## src/rtl/regfile_pkg.sv

```systemverilog
// Shared defaults and the write-port priority helper for the multi-port register file.
// Highest-indexed active port wins when several writes target one register.
package regfile_pkg;

    localparam int DATA_W_DEF = 32;
    localparam int ADDR_W_DEF = 5;
    localparam int MAX_WR     = 4;

    function automatic logic [1:0] win_port(input logic [MAX_WR-1:0] hit);
        logic [1:0] win;
        win = 2'd0;
        for (int i = 0; i < MAX_WR; i++) begin
            if (hit[i]) win = 2'(i);
        end
        return win;
    endfunction

endpackage

```

## src/rtl/regfile_rd_port.sv

```systemverilog
// One registered read port: zero-register mux, same-cycle write bypass, array mux.
// rd_data/rd_busy hold their value while rd_en is low.
module regfile_rd_port
    import regfile_pkg::*;
#(
    parameter int DATA_W   = DATA_W_DEF,
    parameter int ADDR_W   = ADDR_W_DEF,
    parameter int NUM_WR   = 1,
    parameter int ZERO_REG = 1,
    parameter int BYPASS   = 1,
    localparam int DEPTH   = 2**ADDR_W
) (
    input  logic                          clk,
    input  logic                          rst_n,
    input  logic                          rd_en,
    input  logic [ADDR_W-1:0]             rd_addr,
    input  logic [NUM_WR-1:0]             wr_ok,
    input  logic [NUM_WR*ADDR_W-1:0]      wr_addr,
    input  logic [NUM_WR*DATA_W-1:0]      wr_data,
    input  logic [DEPTH-1:0][DATA_W-1:0]  mem,
    input  logic [DEPTH-1:0]              busy_rd,
    output logic [DATA_W-1:0]             rd_data,
    output logic                          rd_busy
);

    logic [MAX_WR-1:0] hit;
    logic [1:0]        win;
    logic [DATA_W-1:0] rd_data_d, rd_data_q, byp_data;
    logic              rd_busy_q;

    always_comb begin
        hit = '0;
        for (int j = 0; j < NUM_WR; j++) begin
            hit[j] = wr_ok[j] && (wr_addr[j*ADDR_W +: ADDR_W] == rd_addr);
        end
        win = win_port(hit);
        byp_data = '0;
        for (int j = 0; j < NUM_WR; j++) begin
            if (hit[j] && win == 2'(j)) byp_data = wr_data[j*DATA_W +: DATA_W];
        end
    end

    always_comb begin
        rd_data_d = mem[rd_addr];
        if (ZERO_REG != 0 && rd_addr == '0) rd_data_d = '0;
        else if (BYPASS != 0 && |hit)      rd_data_d = byp_data;
    end

    always_ff @(posedge clk or negedge rst_n) begin
        if (!rst_n) begin
            rd_data_q <= '0;
            rd_busy_q <= 1'b0;
        end else if (rd_en) begin
            rd_data_q <= rd_data_d;
            rd_busy_q <= busy_rd[rd_addr];
        end
    end

    assign rd_data = rd_data_q;
    assign rd_busy = rd_busy_q;

endmodule

```

## src/rtl/regfile_mp.sv

```systemverilog
// Multi-port register file with registered reads, write bypass, zero register and
// a busy scoreboard used by the hazard unit to track in-flight producers.
module regfile_mp
    import regfile_pkg::*;
#(
    parameter int DATA_W   = DATA_W_DEF,
    parameter int ADDR_W   = ADDR_W_DEF,
    parameter int NUM_RD   = 2,
    parameter int NUM_WR   = 1,
    parameter int ZERO_REG = 1,
    parameter int BYPASS   = 1,
    localparam int DEPTH   = 2**ADDR_W
) (
    input  logic                     clk,
    input  logic                     rst_n,
    input  logic [NUM_RD-1:0]        rd_en,
    input  logic [NUM_RD*ADDR_W-1:0] rd_addr,
    output logic [NUM_RD*DATA_W-1:0] rd_data,
    output logic [NUM_RD-1:0]        rd_busy,
    input  logic [NUM_WR-1:0]        wr_en,
    input  logic [NUM_WR*ADDR_W-1:0] wr_addr,
    input  logic [NUM_WR*DATA_W-1:0] wr_data,
    input  logic                     rsv_en,
    input  logic [ADDR_W-1:0]        rsv_addr,
    input  logic                     flush,
    output logic [DEPTH-1:0]         busy_vec
);

    logic [DEPTH-1:0][DATA_W-1:0] mem_q;
    logic [DEPTH-1:0]             busy_q, busy_d, busy_wclr, busy_rd;
    logic [NUM_WR-1:0]            wr_ok;

    always_comb begin
        for (int j = 0; j < NUM_WR; j++) begin
            wr_ok[j] = wr_en[j] &&
                       !(ZERO_REG != 0 && wr_addr[j*ADDR_W +: ADDR_W] == '0);
        end
    end

    // Reserve is applied after write clears so a newer producer keeps the bit set.
    always_comb begin
        busy_wclr = busy_q;
        for (int j = 0; j < NUM_WR; j++) begin
            if (wr_ok[j]) busy_wclr[wr_addr[j*ADDR_W +: ADDR_W]] = 1'b0;
        end
        busy_d = busy_wclr;
        if (rsv_en && !(ZERO_REG != 0 && rsv_addr == '0)) busy_d[rsv_addr] = 1'b1;
        if (flush) busy_d = '0;
    end

    assign busy_rd = (BYPASS != 0) ? busy_wclr : busy_q;

    always_ff @(posedge clk or negedge rst_n) begin
        if (!rst_n) begin
            mem_q  <= '0;
            busy_q <= '0;
        end else begin
            for (int j = 0; j < NUM_WR; j++) begin
                if (wr_ok[j]) mem_q[wr_addr[j*ADDR_W +: ADDR_W]] <= wr_data[j*DATA_W +: DATA_W];
            end
            busy_q <= busy_d;
        end
    end

    assign busy_vec = busy_q;

    for (genvar i = 0; i < NUM_RD; i++) begin : g_rd
        regfile_rd_port #(
            .DATA_W  (DATA_W),
            .ADDR_W  (ADDR_W),
            .NUM_WR  (NUM_WR),
            .ZERO_REG(ZERO_REG),
            .BYPASS  (BYPASS)
        ) u_rd (
            .clk    (clk),
            .rst_n  (rst_n),
            .rd_en  (rd_en[i]),
            .rd_addr(rd_addr[i*ADDR_W +: ADDR_W]),
            .wr_ok  (wr_ok),
            .wr_addr(wr_addr),
            .wr_data(wr_data),
            .mem    (mem_q),
            .busy_rd(busy_rd),
            .rd_data(rd_data[i*DATA_W +: DATA_W]),
            .rd_busy(rd_busy[i])
        );
    end

endmodule

```

## config.mk

```make
export PLATFORM = sky130hd
export DESIGN_NAME = regfile_mp
export DESIGN_NICKNAME = d
export VERILOG_FILES = /design/src/rtl/regfile_pkg.sv /design/src/rtl/regfile_rd_port.sv /design/src/rtl/regfile_mp.sv
export SDC_FILE = /design/constraint.sdc
export NUM_CORES = 2
export LEC_CHECK = 0
export CORE_MARGIN = 5
export CORE_UTILIZATION = 25
export DETAILED_ROUTE_END_ITERATION = 8
export HOLD_SLACK_MARGIN = 0.12
export PLACE_DENSITY = 0.48
export SETUP_SLACK_MARGIN = 0.4
export SYNTH_ARGS = -nofsm -noshare
export SYNTH_HDL_FRONTEND = slang
export SYNTH_SLANG_ARGS = --single-unit
```

## constraint.sdc

```tcl
create_clock -name clk -period 2.26 [get_ports clk]
set_clock_uncertainty 0.1 [all_clocks]
set_input_delay 0.565 -clock clk [delete_from_list [all_inputs] [get_ports clk]]
set_output_delay 0.565 -clock clk [all_outputs]
set_load 0.02 [all_outputs]
```

=== After elaboration in Yosys (flattened, before gate mapping) ===
Index checks and enable logic that the tools add are counted.
W data, S select, Z words.

* Bits in registers: 1122
* Output and inout bits: 98

* $lt $le $gt $ge: 6
* Equality and inequality tests: 2
* Mux-type cells: 22
* Bitwise gates (word level): 3
* Reduce and logical (&&, ||, !) cells: 12

{| class="wikitable"
|+ Operator list
! operator !! number
|-
| $bwmux W1024 || 1
|-
| $bmux W32 S5 || 2
|-
| $mux W32 || 10
|-
| $demux W32 S5 || 1
|-
| $and A32 B32 Y32 || 1
|-
| $not A32 Y32 || 1
|-
| $or A32 B32 Y32 || 1
|-
| $lt A5 B6 Y1 const B || 4
|-
| $logic_not A5 Y1 || 4
|-
| $bmux W1 S5 || 2
|-
| $demux W1 S5 || 2
|-
| $eq A5 B5 Y1 || 2
|-
| $ge A5 B1 Y1 const B || 2
|-
| $logic_and A1 B1 Y1 || 6
|-
| $mux W1 || 4
|-
| $logic_not A1 Y1 || 2
|}

=== Longest topological paths before layout ===
* Depth after elaboration: 10
* Mapped depth: 11

=== Cells and area by module ===
Synthesis repeated with hierarchy kept, for this count alone.

* Cell total of the unflattened synthesis: 4097
* Area, all modules: 58922.8 um^2

{| class="wikitable"
|+ By module, submodules not included
! module !! instances !! cells an instance !! area an instance (um^2) !! sequential area each (um^2)
|-
| regfile_mp || 1 || 2457 || 39556.7 || 26425.3
|-
| regfile_rd_port || 2 || 820 || 9683.0 || 825.8
|}

=== Worst setup path after synthesis ===
No wires, ideal clock.

* Path type: input port to flip-flop
* Start: input rd_addr[6]
* End: register g_rd[1].u_rd.rd_data_q[0]
* Setup time: 0.158 ns
* Data arrival time: 2.385 ns
* Data required time: 2.002 ns
* Path slack: -0.383 ns
* Cell stages on the path: 9
* Path through: buf_2 clkbuf_1 clkbuf_1 mux4_2 mux4_2 nand2_1 nand3_1 o21ai_1 o22ai_1

* Word-level cells in the longest chain between the ends: 4
* Elaborated cells on any way between the ends: 7

{| class="wikitable"
|+ RTL lines
! what !! RTL line !! RTL
|-
| from (decl) || regfile_mp.sv:17 || <nowiki>input logic [NUM_RD*ADDR_W-1:0] rd_addr,</nowiki>
|-
| $bmux W32 S5 / $eq A5 B5 Y1 (equally long branches) || regfile_rd_port.sv:44, regfile_rd_port.sv:34 ||
|-
| $mux W32 (not written as such) / $logic_and A1 B1 Y1 (equally long branches) || regfile_rd_port.sv:44, regfile_rd_port.sv:34 ||
|-
| $mux W32 || regfile_rd_port.sv:46 || <nowiki>else if (BYPASS != 0 && |hit) rd_data_d = byp_data;</nowiki>
|-
| $mux W32 * || regfile_rd_port.sv:45 || <nowiki>if (ZERO_REG != 0 && rd_addr == '0) rd_data_d = '0;</nowiki>
|-
| to (signal assigned) || regfile_rd_port.sv:54 || <nowiki>rd_data_q <= rd_data_d;</nowiki>
|-
| to (decl) || regfile_rd_port.sv:28 || <nowiki>logic [DATA_W-1:0] rd_data_d, rd_data_q, byp_data;</nowiki>
|}

Mark *: on every way between the ends. The rest lies on a longest branch, timed or not. The select of a mux whose other input is x is not followed.
A chain may end at the register's enable or synchronous reset.

=== Final worst setup path ===
* Start: register g_rd[1].u_rd.rd_data_q[13]
* End: output rd_data[45]

{| class="wikitable"
|+ RTL lines
! what !! RTL line !! RTL
|-
| to (decl) || regfile_mp.sv:18 || <nowiki>output logic [NUM_RD*DATA_W-1:0] rd_data,</nowiki>
|}

No word-level cell between the ends.

==> results.cfg <==
[outcome]
status = complete, no violations

[sta]
period_share_pct = 94.7
tightest_slew_ns = 0.597
final-max-slew-violation-count = 0
report.final.hold_viol_count = 0
min_period_ns = 2.14
setup_viol = 0
setup_ws_ns = 0.119
relSlewSlack_pct = 60.2
max_freq_ghz = 0.467
rsz0062_at_grt = true

[cells_and_area]
drive_above_1_share_pct = 57.8
final_area_um2 = 76700
stdcell_count = 7783
fin_nets = 4577
synthToLayoutAreaGrowth_pct = 29.3
fillers = 23300

[worst_setup_path]
critical_path_peak_fanout = 2
path_class = register to primary output
crit_required_ns = 1.59
endpoint_kind = primary output
worst_ep_arrival_time_ns = 1.48
startpoint_type = register
rr_worst_depth = 5

[floorplanning]
core-area_um2 = 236000
rows = 178
die_area_um2 = 247000
dieWidth_um = 497
ioPinCount = 157
die_h_um = 497
start_util_pct = 25.2

[power]
p_sw_mw = 17.7
power_frac_comb_pct = 22.0
swShare_pct = 27.9
p_total_mw = 63.6
power_leakage_nw = 32.7
sequentialPowerShare_pct = 42.0
ir_drop_uv = 797
internal_power_mw = 45.8
power_frac_clock_pct = 36.0
power_density_nw_per_um2 = 829

[clocking]
cts.clk_slew.worst_paths_ns = 0.06
cts_buffer_depth = 3
cts_tree = done
clk_root_buffer_cell = clkbuf_16
cts_buffers = 137
clock-sinks = 1122
htreeDepth = 4
worstSkewPairLatency_ns = 0.79

[place]
dpl.cell_count = 7407
hpwl_um = 142000
dpl_cell_area_um2 = 69800
portBuffers = 156
routabilityCongestion = 0.833
dp_slack_ns = -0.757

[global_route]
grt_usage_pct = 17.3
antenna_found_initial = 5
grt_pass1_wl_um = 315000
grt_pass1_vias = 41300
grt_start_max_net_pins = 98
overflow = 0

[synthesis]
async_flop_share_pct = 100
netlist_area_um2 = 59300
synth_nets = 4094
yosys_warnings = 0
synth.distinct_cells = 61
yosys.area.top_type_share_pct = 47.3
netlist.top_cell.by_area = dfrtp_1
ys_seq_area_share_pct = 47.3
synth_flop_cell = dfrtp_1
ys_seq_elements = 1122
synth_cells = 4035
avgSynthCellArea_um2 = 14.7
synthTopCellsByArea = dfrtp_1 (47%), mux4_2 (21%), mux2_2 (18%)
synth_edf_count = 0

[detailed_routing]
drtPass1Iterations = 7
drcViolationCount = 0
drt_iter0_markers = 2702
routed_wl_um = 219000
vias = 40000
routedWlPerCell_um = 28.2
final_antenna_net_count = 0
viasPerCell = 5.13

[worst_hold_path]
hold_class = register to register
whs_path_depth = 0

[run]
cap_violations = 0
-- cell families after synthesis --
kind of cell           after synthesis  synth area share [%]
multiplexers                      1678                  42.1
buffers and inverters              487                  3.73
AO/OA/AOI/OAI                      354                  3.64
AND/OR/NAND/NOR                    384                  3.10
flip-flops                        1122                  47.3
XOR/XNOR                            10                 0.148
-- per-stage QoR --
stage,TNS [ns],hold WS [ns],util (%)
after floorplan,-7.54,0.169,-
after global placement,-645.48,0.281,29.6
after detailed placement,-639.67,0.286,29.6
after CTS,0,0.281,32.1
after global routing,0,0.305,32.6
final,0,0.295,32.6
-- final cells by class --
| cell class | instances | area (um2) | share of cell area (%) |
|---|---|---|---|
| Timing Repair Buffer | 794 | 9410 | 12.3 |
| Clock inverter | 46 | 571 | 0.744 |
| Antenna cell | 3 | 7.51 | 0.00979 |
| Multi-Input combinational cell | 2426 | 30400 | 39.7 |
| Inverter | 37 | 141 | 0.184 |
| Tap cell | 3150 | 3940 | 5.14 |
| Sequential cell | 1122 | 28100 | 36.6 |
| Clock buffer | 205 | 4090 | 5.33 |
-- cells in the mapped netlist (34+ instances only) --
master	count
mux2_1	61
dfrtp_1	1122
mux2i_1	132
o21ai_1	115
clkbuf_1	252
buf_4	34
nor2b_1	36
inv_1	36
nand3_1	39
nand2_1	204
buf_2	80
mux2_2	932
a31oi_1	35
mux4_2	553
buf_1	63
a21oi_1	74
-- power groups by stage --
stage | registers (mW) | logic (mW) | clock network, mW
2_1_floorplan | 26.1 | 9.20 | 0
6_report | 26.7 | 14.0 | 22.9
3_3_place_gp | 26.8 | 13.2 | 0
3_5_place_dp | 27.0 | 13.4 | 0
4_1_cts | 26.7 | 13.7 | 23.5
5_1_grt | 27.2 | 15.0 | 24.3
-- routing by layer --
layer  global-route usage, %  share of wire (%)  up-vias
met5                       0              0.012        -
met4                    4.11                2.5        4
met3                    3.17                5.3      305
met2                    27.5                 47     1170
met1                    24.5                 45    22000
li1                        -                  -    16500
-- timing repair --
item / in CTS / in global routing
endpoints found under the setup margin: 1136 / 265
setup buffers: 58 / 47
endpoints found under the hold margin: 778 / 0
pin swaps: 19 / 54
gates cloned: 7 / 8
gates resized for setup: 706 / 128
hold buffers: 2 / 0
-- state kept, by name, summed over array words and instances, names as in the netlist --
name and flops:
g_rd.u_rd.rd_data 64, busy_vec 32, mem_q 1024, g_rd.u_rd.rd_busy 2
-- placed cells by master, fill, tap and decap left out, drive strengths merged, types with 3 or more instances in the layout --
cell type and count:
o22ai 32, a21oi 74, o211ai 12, nand4bb 3
nor3b 5, nand2b 3, mux2 993, o311ai 3
diode 3, mux2i 132, dfrtp 1122, clkdlybuf4s50 39
bufbuf 5, and3 3, xnor2 8, o2111ai 23
nand2 204, o21ai 128, a221oi 33, nand4 33
nand3 39, nand4b 3, bufinv 8, nor3 6
mux4 553, a31oi 35, clkinv 31, clkbuf 218
and3b 3, inv 43, nor2b 36, buf 733
or2 3, nor2 32
-- final timing paths --
| kind | from | endpoint | slack, ns |
|---|---|---|---|
| setup / recovery | g_rd[1].u_rd.rd_data[13] | rd_data[45] | 0.12 |
| hold / removal | mem_q[2] | mem_q[2] | 0.30 |
| setup reg to reg | mem_q[986] | g_rd[0].u_rd.rd_data[26] | 0.25 |
| hold reg to reg | mem_q[2] | mem_q[2] | 0.30 |
| max in group asynchronous | rst_n | mem_q[33] | 0.89 |
| min in group asynchronous | rst_n | mem_q[636] | 0.35 |
-- worst max-delay path, stage by stage (launching register included) --
cell and delay [ns]:
dfrtp_2 0.41, buf_12 0.15, buf_8 0.13
Power figures use the tool's default switching activity.
